## src/rtl/fpu_issue_ctrl_pkg.sv

```systemverilog
// Shared definitions for the FPU issue controller.
//   rmode_e        : FPU rounding-mode encoding
//   fpu_op_e       : FPU operation encoding
//   cmd_payload_t  : one FPU command without its tag (the tag width is a module parameter)
//   cnt_width()    : width of a counter that must hold the value 0..depth inclusive
package fpu_issue_ctrl_pkg;

    localparam int unsigned FpWidth = 32;

    typedef enum logic [1:0] {
        RmNearest = 2'd0,
        RmZero    = 2'd1,
        RmUp      = 2'd2,
        RmDown    = 2'd3
    } rmode_e;

    typedef enum logic [2:0] {
        OpAdd = 3'd0,
        OpSub = 3'd1,
        OpMul = 3'd2,
        OpDiv = 3'd3,
        OpI2f = 3'd4,
        OpF2i = 3'd5
    } fpu_op_e;

    typedef struct packed {
        rmode_e               rmode;
        fpu_op_e              op;
        logic [FpWidth-1:0]   opa;
        logic [FpWidth-1:0]   opb;
    } cmd_payload_t;

    function automatic int unsigned cnt_width(input int unsigned depth);
        return $clog2(depth) + 1;
    endfunction

endpackage

```

## src/rtl/fpu_issue_ctrl_if.sv

```systemverilog
// Bundle of the command, FPU and result handshake signals of fpu_issue_ctrl.
//   slave  : controller view (accepts commands, drives the FPU, returns results)
//   master : environment view (offers commands, models the FPU, consumes results)
// Signals:
//   cmd_valid/cmd_ready, cmd_rmode, cmd_op, cmd_opa, cmd_opb, cmd_tag : command channel
//   fpu_rmode, fpu_op, fpu_opa, fpu_opb, fpu_out                       : FPU operands/result
//   res_valid/res_ready, res_data, res_tag                             : result channel
//   busy                                                               : any work outstanding
interface fpu_issue_ctrl_if
    import fpu_issue_ctrl_pkg::*;
#(
    parameter int unsigned TAG_W = 4
) ();

    logic                 cmd_valid;
    logic                 cmd_ready;
    logic [1:0]           cmd_rmode;
    logic [2:0]           cmd_op;
    logic [FpWidth-1:0]   cmd_opa;
    logic [FpWidth-1:0]   cmd_opb;
    logic [TAG_W-1:0]     cmd_tag;

    logic [1:0]           fpu_rmode;
    logic [2:0]           fpu_op;
    logic [FpWidth-1:0]   fpu_opa;
    logic [FpWidth-1:0]   fpu_opb;
    logic [FpWidth-1:0]   fpu_out;

    logic                 res_valid;
    logic                 res_ready;
    logic [FpWidth-1:0]   res_data;
    logic [TAG_W-1:0]     res_tag;

    logic                 busy;

    modport slave (
        input  cmd_valid, cmd_rmode, cmd_op, cmd_opa, cmd_opb, cmd_tag,
        output cmd_ready,
        output fpu_rmode, fpu_op, fpu_opa, fpu_opb,
        input  fpu_out,
        output res_valid, res_data, res_tag,
        input  res_ready,
        output busy
    );

    modport master (
        output cmd_valid, cmd_rmode, cmd_op, cmd_opa, cmd_opb, cmd_tag,
        input  cmd_ready,
        input  fpu_rmode, fpu_op, fpu_opa, fpu_opb,
        output fpu_out,
        input  res_valid, res_data, res_tag,
        output res_ready,
        input  busy
    );

endinterface

```

## src/rtl/fpu_sync_fifo.sv

```systemverilog
// Generic synchronous FIFO used for both the command and the result queue.
// Ports:
//   clk, reset : clock and asynchronous active-high reset
//   push/wdata : write request; ignored when full
//   pop        : read request; ignored when empty
//   rdata      : head entry, reads 0 while empty
//   count      : number of stored entries, 0..Depth
module fpu_sync_fifo #(
    parameter int unsigned Width = 8,
    parameter int unsigned Depth = 4
) (
    input  logic                   clk,
    input  logic                   reset,
    input  logic                   push,
    input  logic [Width-1:0]       wdata,
    input  logic                   pop,
    output logic [Width-1:0]       rdata,
    output logic [$clog2(Depth):0] count
);

    localparam int unsigned PtrW = $clog2(Depth);
    localparam int unsigned CntW = PtrW + 1;
    localparam logic [CntW-1:0] CntFull = CntW'(Depth);

    logic [Width-1:0] mem_q [Depth];
    logic [PtrW-1:0]  wptr_q;
    logic [PtrW-1:0]  rptr_q;
    logic [CntW-1:0]  count_q;
    logic             do_push;
    logic             do_pop;

    // A push at full is dropped even with a simultaneous pop; callers gate on count.
    always_comb begin
        do_pop  = pop && (count_q != '0);
        do_push = push && (count_q != CntFull);
    end

    always_ff @(posedge clk or posedge reset) begin
        if (reset) begin
            wptr_q  <= '0;
            rptr_q  <= '0;
            count_q <= '0;
        end else begin
            // Depth is a power of two, so pointers wrap naturally.
            if (do_push) wptr_q <= wptr_q + PtrW'(1);
            if (do_pop)  rptr_q <= rptr_q + PtrW'(1);
            count_q <= count_q + CntW'(do_push) - CntW'(do_pop);
        end
    end

    always_ff @(posedge clk) begin
        if (do_push) mem_q[wptr_q] <= wdata;
    end

    assign rdata = (count_q != '0) ? mem_q[rptr_q] : '0;
    assign count = count_q;

endmodule

```

## src/rtl/fpu_issue_ctrl.sv

```systemverilog
// In-order issue controller in front of a fixed-latency FPU.
// Commands are queued in a CQ, issued one per cycle to registered FPU operand outputs,
// tracked through an FPU_LAT-deep valid/tag pipe and captured into an RQ when they exit.
// A credit count (in-flight + RQ occupancy) bounds issue so the RQ can never overflow.
// Ports:
//   clk, reset : clock and asynchronous active-high reset
//   bus        : command, FPU and result signals (slave view of fpu_issue_ctrl_if)
// The interface instance must use the same TAG_W as this module.
module fpu_issue_ctrl
    import fpu_issue_ctrl_pkg::*;
#(
    parameter int unsigned CQ_DEPTH = 4,
    parameter int unsigned RQ_DEPTH = 4,
    parameter int unsigned FPU_LAT  = 4,
    parameter int unsigned TAG_W    = 4
) (
    input logic             clk,
    input logic             reset,
    fpu_issue_ctrl_if.slave bus
);

    localparam int unsigned CmdW   = $bits(cmd_payload_t) + TAG_W;
    localparam int unsigned RqW    = FpWidth + TAG_W;
    localparam int unsigned CqCntW = cnt_width(CQ_DEPTH);
    localparam int unsigned RqCntW = cnt_width(RQ_DEPTH);
    localparam logic [CqCntW-1:0] CqFull    = CqCntW'(CQ_DEPTH);
    localparam logic [RqCntW-1:0] CreditMax = RqCntW'(RQ_DEPTH);

    // Command queue
    cmd_payload_t       cmd_in;
    cmd_payload_t       cq_head;
    logic [TAG_W-1:0]   cq_head_tag;
    logic [CmdW-1:0]    cq_wdata;
    logic [CmdW-1:0]    cq_rdata;
    logic [CqCntW-1:0]  cq_count;
    logic               cq_empty;
    logic               cq_push;

    // Issue, pipe tracking and credits
    logic               issue;
    cmd_payload_t       fpu_q;
    logic [FPU_LAT-1:0] vld_q;
    logic [TAG_W-1:0]   ptag_q [FPU_LAT];
    logic [RqCntW-1:0]  credit_q;

    // Result queue
    logic               rq_push;
    logic               rq_pop;
    logic [RqW-1:0]     rq_wdata;
    logic [RqW-1:0]     rq_rdata;
    logic [RqCntW-1:0]  rq_count;

    always_comb begin
        cmd_in.rmode = rmode_e'(bus.cmd_rmode);
        cmd_in.op    = fpu_op_e'(bus.cmd_op);
        cmd_in.opa   = bus.cmd_opa;
        cmd_in.opb   = bus.cmd_opb;
    end

    assign cq_wdata               = {cmd_in, bus.cmd_tag};
    assign {cq_head, cq_head_tag} = cq_rdata;
    assign cq_empty               = (cq_count == '0);

    // Ready depends only on registered occupancy, never on cmd_valid or issue.
    assign bus.cmd_ready = (cq_count != CqFull);
    assign cq_push       = bus.cmd_valid && bus.cmd_ready;

    fpu_sync_fifo #(
        .Width (CmdW),
        .Depth (CQ_DEPTH)
    ) u_cq (
        .clk   (clk),
        .reset (reset),
        .push  (cq_push),
        .wdata (cq_wdata),
        .pop   (issue),
        .rdata (cq_rdata),
        .count (cq_count)
    );

    // Credit uses register values only; a same-edge RQ pop frees its slot a cycle later.
    assign issue = !cq_empty && (credit_q < CreditMax);

    always_ff @(posedge clk or posedge reset) begin
        if (reset) begin
            fpu_q    <= '0;
            vld_q    <= '0;
            credit_q <= '0;
            for (int i = 0; i < FPU_LAT; i++) ptag_q[i] <= '0;
        end else begin
            if (issue) fpu_q <= cq_head;
            vld_q[0]  <= issue;
            ptag_q[0] <= cq_head_tag;
            for (int i = 1; i < FPU_LAT; i++) begin
                vld_q[i]  <= vld_q[i-1];
                ptag_q[i] <= ptag_q[i-1];
            end
            credit_q <= credit_q + RqCntW'(issue) - RqCntW'(rq_pop);
        end
    end

    assign bus.fpu_rmode = fpu_q.rmode;
    assign bus.fpu_op    = fpu_q.op;
    assign bus.fpu_opa   = fpu_q.opa;
    assign bus.fpu_opb   = fpu_q.opb;

    // The slot leaving the pipe this edge carries the FPU result sampled on the same edge.
    assign rq_push  = vld_q[FPU_LAT-1];
    assign rq_wdata = {bus.fpu_out, ptag_q[FPU_LAT-1]};
    assign rq_pop   = bus.res_valid && bus.res_ready;

    fpu_sync_fifo #(
        .Width (RqW),
        .Depth (RQ_DEPTH)
    ) u_rq (
        .clk   (clk),
        .reset (reset),
        .push  (rq_push),
        .wdata (rq_wdata),
        .pop   (rq_pop),
        .rdata (rq_rdata),
        .count (rq_count)
    );

    assign bus.res_valid               = (rq_count != '0);
    assign {bus.res_data, bus.res_tag} = rq_rdata;
    assign bus.busy                    = !cq_empty || (|vld_q) || bus.res_valid;

endmodule

```

## src/flat_wrapper.sv

```systemverilog
// flat-port wrapper written by rule: the top's interface ports become plain ports
module fpu_issue_ctrl_flat import fpu_issue_ctrl_pkg::*;
#(
    parameter int unsigned CQ_DEPTH = 4,
    parameter int unsigned RQ_DEPTH = 4,
    parameter int unsigned FPU_LAT  = 4,
    parameter int unsigned TAG_W    = 4
)
  (clk, reset, bus_cmd_valid, bus_cmd_rmode, bus_cmd_op, bus_cmd_opa, bus_cmd_opb, bus_cmd_tag, bus_cmd_ready, bus_fpu_rmode, bus_fpu_op, bus_fpu_opa, bus_fpu_opb, bus_fpu_out, bus_res_valid, bus_res_data, bus_res_tag, bus_res_ready, bus_busy);
  fpu_issue_ctrl_if #(.TAG_W(TAG_W)) bus_i ();
  input logic clk;
  input logic reset;
  input wire logic [$bits(bus_i.cmd_valid)-1:0] bus_cmd_valid;
  input wire logic [$bits(bus_i.cmd_rmode)-1:0] bus_cmd_rmode;
  input wire logic [$bits(bus_i.cmd_op)-1:0] bus_cmd_op;
  input wire logic [$bits(bus_i.cmd_opa)-1:0] bus_cmd_opa;
  input wire logic [$bits(bus_i.cmd_opb)-1:0] bus_cmd_opb;
  input wire logic [$bits(bus_i.cmd_tag)-1:0] bus_cmd_tag;
  output wire logic [$bits(bus_i.cmd_ready)-1:0] bus_cmd_ready;
  output wire logic [$bits(bus_i.fpu_rmode)-1:0] bus_fpu_rmode;
  output wire logic [$bits(bus_i.fpu_op)-1:0] bus_fpu_op;
  output wire logic [$bits(bus_i.fpu_opa)-1:0] bus_fpu_opa;
  output wire logic [$bits(bus_i.fpu_opb)-1:0] bus_fpu_opb;
  input wire logic [$bits(bus_i.fpu_out)-1:0] bus_fpu_out;
  output wire logic [$bits(bus_i.res_valid)-1:0] bus_res_valid;
  output wire logic [$bits(bus_i.res_data)-1:0] bus_res_data;
  output wire logic [$bits(bus_i.res_tag)-1:0] bus_res_tag;
  input wire logic [$bits(bus_i.res_ready)-1:0] bus_res_ready;
  output wire logic [$bits(bus_i.busy)-1:0] bus_busy;
  assign bus_i.cmd_valid = bus_cmd_valid;
  assign bus_i.cmd_rmode = bus_cmd_rmode;
  assign bus_i.cmd_op = bus_cmd_op;
  assign bus_i.cmd_opa = bus_cmd_opa;
  assign bus_i.cmd_opb = bus_cmd_opb;
  assign bus_i.cmd_tag = bus_cmd_tag;
  assign bus_cmd_ready = bus_i.cmd_ready;
  assign bus_fpu_rmode = bus_i.fpu_rmode;
  assign bus_fpu_op = bus_i.fpu_op;
  assign bus_fpu_opa = bus_i.fpu_opa;
  assign bus_fpu_opb = bus_i.fpu_opb;
  assign bus_i.fpu_out = bus_fpu_out;
  assign bus_res_valid = bus_i.res_valid;
  assign bus_res_data = bus_i.res_data;
  assign bus_res_tag = bus_i.res_tag;
  assign bus_i.res_ready = bus_res_ready;
  assign bus_busy = bus_i.busy;
  fpu_issue_ctrl #(.CQ_DEPTH(CQ_DEPTH), .RQ_DEPTH(RQ_DEPTH), .FPU_LAT(FPU_LAT), .TAG_W(TAG_W)) u_core (.clk(clk), .reset(reset), .bus(bus_i));
endmodule
```

## config.mk

```make
export PLATFORM = sky130hd
export DESIGN_NAME = fpu_issue_ctrl_flat
export DESIGN_NICKNAME = d
export VERILOG_FILES = /design/src/rtl/fpu_issue_ctrl_pkg.sv /design/src/rtl/fpu_issue_ctrl_if.sv /design/src/rtl/fpu_sync_fifo.sv /design/src/rtl/fpu_issue_ctrl.sv /design/src/flat_wrapper.sv
export SDC_FILE = /design/constraint.sdc
export NUM_CORES = 1
export LEC_CHECK = 0
export ABC_AREA = 1
export CAP_MARGIN = 5
export CELL_PAD_IN_SITES_DETAIL_PLACEMENT = 1
export CELL_PAD_IN_SITES_GLOBAL_PLACEMENT = 2
export CORE_ASPECT_RATIO = 1.5
export CORE_UTILIZATION = 30
export DETAILED_ROUTE_END_ITERATION = 10
export HOLD_SLACK_MARGIN = 0.15
export PLACE_DENSITY_LB_ADDON = 0.1
export SLEW_MARGIN = 5
export SYNTH_ARGS = -nofsm -noshare
export SYNTH_HDL_FRONTEND = slang
export SYNTH_SLANG_ARGS = --single-unit
```

## constraint.sdc

```tcl
create_clock -name clk -period 3.91 [get_ports clk]
set_input_delay 0.391 -clock clk [delete_from_list [all_inputs] [get_ports clk]]
set_output_delay 0.391 -clock clk [all_outputs]
set_load 0.02 [all_outputs]
```

-- Word-level counts from Yosys, hierarchy flattened
Memories as Yosys holds them, arrays and structs flattened.
Index checks and enable logic that the tools add are counted.
Widths: inputs -> output; s select.
- mux-type cells: 6
- equality and inequality tests: 2
- order comparisons: 1
- reductions and logical operators: 14
- add/subtract/negate cells: 10
- operators by type and width (kind ; count):
    $mux 73 ; 1
    $mux 36 ; 1
    $add 3x1->3 ; 3
    $sub 3x1->3 ; 3
    $add 2x1->2 const B ; 4
    $logic_and 1x1->1 ; 7
    $ne 3x3->1 const B ; 2
    $reduce_bool 3->1 ; 2
    $mux 1 ; 4
    $reduce_or 4->1 ; 1
    $logic_not 3->1 ; 1
    $lt 3x3->1 const B ; 1
    $logic_or 1x1->1 ; 2
    $logic_not 1->1 ; 1
- RAM bits: 436
- register bits: 106
- memories: 2
- input port bits: 109
- word-level logic and storage cells: 51
- memories (memory ; depth ; bits a word ; rd ports ; clocked after memory_dff ; write ports ; line ; RTL):
    u_core.u_cq.mem_q ; 4 ; 73 ; 1 ; 0 ; 1 ; fpu_sync_fifo.sv:25 ; logic [Width-1:0] mem_q [Depth];
    u_core.u_rq.mem_q ; 4 ; 36 ; 1 ; 0 ; 1 ; fpu_sync_fifo.sv:25 ;

-- Depth between registers and ports, before layout
Gate-level depths: netlist (run 1).
- depth after elaboration: 5
- gate-level depth with buffers: 11
- mapped depth without buffers: 11

-- Modules after synthesis
Synthesis (run 1) repeated with hierarchy kept, for this count alone.
- cells, all modules: 2184
- area, all modules: 23546.3 sq um
- by module, submodules not included (module ; cells each ; area an instance (sq um) ; seq. area each (sq um) ; times used):
    fpu_sync_fifo (u_core.u_cq) ; 1209 ; 13456.7 ; 8943.6 ; 1
    fpu_sync_fifo (u_core.u_rq) ; 623 ; 6596.3 ; 4499.3 ; 1
    fpu_issue_ctrl ; 352 ; 3493.4 ; 2302.2 ; 1

-- Worst setup path after synthesis (run 1)
Ideal clock, no wire load.
- kind: register -> register
- start point: register u_core.u_cq.count_q[1], in the netlist u_core.u_cq.count[1]
- end point: memory u_core.u_cq.mem_q[0][0] (netlist bit), enable pin
- required time: 3405 ps
- data arrival time: 3936 ps
- library setup time: 505 ps
- stages on the path, launching flop included: 5
- buffers on the path: 0
- setup slack: -531 ps
- cells stage by stage: dfrtp_1 nor2_4 nand2_1 nand2_2 nor2_1
- cells in the longest elaborated chain, start to end: 5
- ends and longest elaborated chain (what ; line ; RTL):
    from (decl) ; fpu_sync_fifo.sv:28 ; logic [CntW-1:0] count_q;
    from (signal assigned) ; fpu_sync_fifo.sv:47 ; count_q <= count_q + CntW'(do_push) - CntW'(do_pop);
    $ne 3x3->1 * ; fpu_issue_ctrl.sv:65 ; assign bus.cmd_ready = (cq_count != CqFull);
    named net bus_cmd_ready ; flat_wrapper.sv:19 ; output wire logic [$bits(bus_i.cmd_ready)-1:0] bus_cmd_ready;
    $logic_and 1x1->1 ; fpu_issue_ctrl.sv:66 ; assign cq_push = bus.cmd_valid && bus.cmd_ready;
    $logic_and 1x1->1 * ; fpu_sync_fifo.sv:35 ; do_push = push && (count_q != CntFull);
    $mux 1 * ; fpu_sync_fifo.sv:52 ; if (do_push) mem_q[wptr_q] <= wdata;
    $mux 1 (implied by the code) * ; fpu_sync_fifo.sv:52 ;
    to (decl) ; fpu_sync_fifo.sv:25 ;
The timed path passes the listed nets; every way through them passes the cells marked *.

-- Final worst setup path (run 1)
- start point: register u_core.u_rq.count_q[1], in the netlist u_core.u_rq.count[1]
- end point: output bus_res_data[18]
- cells in the longest elaborated chain, start to end: 2
- ends and longest elaborated chain (what ; line ; RTL):
    from (decl) ; fpu_sync_fifo.sv:28 ;
    from (signal assigned) ; fpu_sync_fifo.sv:47 ;
    $reduce_bool 3->1 ; fpu_sync_fifo.sv:55 ; assign rdata = (count_q != '0) ? mem_q[rptr_q] : '0;
    $mux 36 ; fpu_sync_fifo.sv:55 ;
    to (decl) ; flat_wrapper.sv:26 ; output wire logic [$bits(bus_i.res_data)-1:0] bus_res_data;
Every way passes these cells.

==> flow_summary.yaml, run 1 <==
run_status:
  run_status: "finished clean"
job:
  cap_violations: 0
yosys:
  syn_area_um2: 22200
  synth-async-reset-ratio_pct: 19.6
  avgSynthCellArea_um2: 10.9
  synth_cell_types: 25
  synth_ff_type: "edfxtp_1"
  syn-num-nets: 2164
  synth-seq-cells: 542
  yosysTopAreaCell: "edfxtp_1"
  synth_top_family_by_area: "simple AND/OR/NAND/NOR gates"
  synthXorXnorAreaFrac_pct: 0.394
  synth_fa_ha_area_share_pct: 1.00
  synth_warnings: 0
  yosysTopAreaCellShare_pct: 58.9
  synth_edf_count: 436
  yosys.area_share.simple_pct: 15.0
  ys_seq_area_share_pct: 70.9
  netlist_instances: 2039
  synth_compound_area_share_pct: 2.89
  synthMuxAreaShare_pct: 0
  synth_area_leaders: "edfxtp_1 59%, dfrtp_1 12%, inv_1 7.5%, nand2_1 7.1%, nand3_1 4.7%"
critical_path:
  rrSetupSlack_ns: 1.44
  slowest_stage: "clkinv_1"
  reg2regPathDepth: 10
  worstPathMaxFanout: 30
  regToRegStartpoint: "u_core.u_rq.count[1]"
  path_cells: "inv_1, nand3b_2, clkinv_1, buf_4, a21oi_1, clkdlybuf4s50_1"
  crit_type: "register to primary output"
  r2r-end: "u_core.u_rq.count[2]"
  worstSetupStartpointType: "register"
  crit_arrival_ns: 3.21
  cp_data_required_time_ns: 3.52
  worst_setup_path_end_kind: "primary output"
  slowest_delay_ns: 0.77
die:
  start_util_pct: 30.4
  num_rows: 121
  pin_count: 217
  fp.coreArea_um2: 73000
  die_area_um2: 75200
  fp.dieH_um: 335
  die_w_um: 224
routing:
  drtIter0Drc: 385
  num_vias: 14300
  met2_length_mm: 31.2
  ant_nets: 0
  wl_per_cell_um: 18.0
  top_layer: "met5"
  drcViolationCount: 0
  via_per_inst: 4.35
  wl_met1_mm: 23.9
  drt_pass1_iterations: 5
  routed_wl_mm: 59.2
  wl_met3_mm: 2.76
clock_tree:
  root_buffer: "clkbuf_16"
  cts_resized: 0
  h-tree-depth: 2
  cts_buffers: 55
  cts_buffer_depth: 3
  cts_setup_buffers: 0
  cts_tree: "yes"
  cts.clk_slew.worst_paths_ns: 0.06
  cts_hold_buf: 0
  worstSkewPairLatency_ns: 0.63
  cts.sinks: 542
timing:
  clock_skew_ns: 0.0354
  hold_slack_ns: 0.277
  setup_viol: 0
  worst_pin_slew_ns: 1.01
  max_freq_ghz: 0.278
  slew_headroom_pct: 32.4
  setup_slack_ns: 0.309
  rsz0062_at_grt: "no"
  finalHoldViolCount: 0
  slew_violations: 0
  min_period_ns: 3.60
  post-route-period-util_pct: 92.1
final_layout:
  final_nets: 2382
  design_area_um2: 27300
  fin_util_pct: 37.4
  syn2layout_area_growth_pct: 23.0
  fin_cells: 3289
  final_cell_mix: "439 x inv_1, 436 x edfxtp_1, 422 x nand2_1, 216 x clkdlybuf4s50_1, 209 x nand3_1"
  final_common_cell: "inv_1"
  drive_gt1_share_pct: 6.21
power:
  p_sw_share_pct: 37.7
  p_int_w: 0.0141
  clkPwrFrac_pct: 24.1
  power_frac_seq_pct: 38.6
  leakage_nw: 11.6
  p_comb_share_pct: 37.3
  powerDensity_nw_per_um2: 827
  p_sw_w: 0.00852
  peakVddDrop_mv: 0.361
hold_path:
  worstHoldPathType: "input port to async pin"
global_routing:
  antenna_found_initial: 12
  grt_pass1_vias: 15400
  grt_pass1_wl_mm: 90.5
  grtUsageTotal_pct: 16.0
  grt_overflow: 0
  grt_max_degree: 63
placement:
  portBuffers: 216
  post-place-cells: 3184
  gp_congestion: 0.718
  place_area_um2: 25500
  dp_hpwl_mm: 35.1
  pre_cts_ws_ns: 0.841
-- metrics by stage --
step,power [W],TNS (ns)
final,0.0226,0
after global routing,0.0243,0
after CTS,0.0232,0
after detailed placement,0.0176,0
after global placement,0.0174,0
after floorplan,0.0140,-155.01
-- state kept, by name, summed over array words and instances (netlist names), 3 cells and up --
name and count:
u_core.ptag_q 16, u_core.bus.fpu_opb 32, u_core.u_cq.mem_q 292, u_core.bus.fpu_op 3
u_core.bus.fpu_opa 32, u_core.u_rq.count 3, u_core.u_rq.mem_q 144, u_core.credit_q 3
u_core.vld_q 4, u_core.u_cq.count 3
-- power groups by stage --
| stage | sequential, W | clock [W] | combinational, W |
|---|---|---|---|
| final | 0.00872 | 0.00543 | 0.00843 |
| after global routing | 0.00889 | 0.00583 | 0.00953 |
| after floorplan | 0.00899 | 0 | 0.00496 |
| after detailed placement | 0.00890 | 0 | 0.00872 |
| after global placement | 0.00885 | 0 | 0.00854 |
| after CTS | 0.00879 | 0.00564 | 0.00876 |
-- how the worst max path moves through the flow --
stage,from,end
floorplan,u_core.u_cq.count[1],u_core.u_cq.mem_q[0][0]
global placement,u_core.u_rq.count[1],bus_res_data[22]
detailed placement,u_core.u_rq.count[1],bus_res_data[18]
CTS,u_core.u_rq.count[1],bus_res_data[18]
global route,u_core.u_rq.count[1],bus_res_data[18]
finish,u_core.u_rq.count[1],bus_res_data[18]
-- cells by family (layout without fill, tap and decap cells) --
kind of cell	count (synthesis)	after routing
simple gates	810	810
xor+xnor	10	10
fa+ha+maj	16	16
other cells	0	1
compound gates	126	126
buf+inv	535	800
flops	542	542
-- cell usage after synthesis (all sizes together), types with 4 or more instances --
cell	n
edfxtp	436
clkbuf	10
ha	13
inv	445
xor2	6
a21oi	44
nand3	209
xnor2	4
nand2	424
nor2	174
buf	79
dfrtp	106
o21ai	82
-- cell type report --
| type | instances | area [um2] |
|---|---|---|
| clock inverter | 28 | 324 |
| clock buffer | 76 | 1550 |
| antenna | 1 | 2.50 |
| inverter | 446 | 1680 |
| fill | 8010 | 45600 |
| sequential | 542 | 15800 |
| timing repair buffer | 250 | 2440 |
| multi-input combinational | 962 | 4340 |
| tap | 984 | 1230 |
-- per-layer routing --
layer / vias up / track usage [%]
li1: 6874 / -
met2: 232 / 29.9
met4: 22 / 4.18
met3: 93 / 3.74
met5: - / 0
met1: 7095 / 18.0
-- worst max-delay path, delay by kind of cell, from the launching register on --
kind / cells / cell delay [ns]
AOI/OAI and AO/OA: 1 / 0.14
buffers and inverters: 4 / 1.98
DFF: 1 / 0.38
and+or+nand+nor: 1 / 0.09
No activity file was read; power rests on OpenSTA's default activity.
==> run 2, diff against run 1 <==
Settings changed: CAP_MARGIN 5 to 20.
==> results of run 2 <==
Final layout, timing and power as in run 1 (identical DEF).
==> run 3, diff against run 2 <==
Settings changed: CAP_MARGIN 20 to default.
==> results of run 3 <==
Final layout, timing and power as in run 1 (identical DEF).
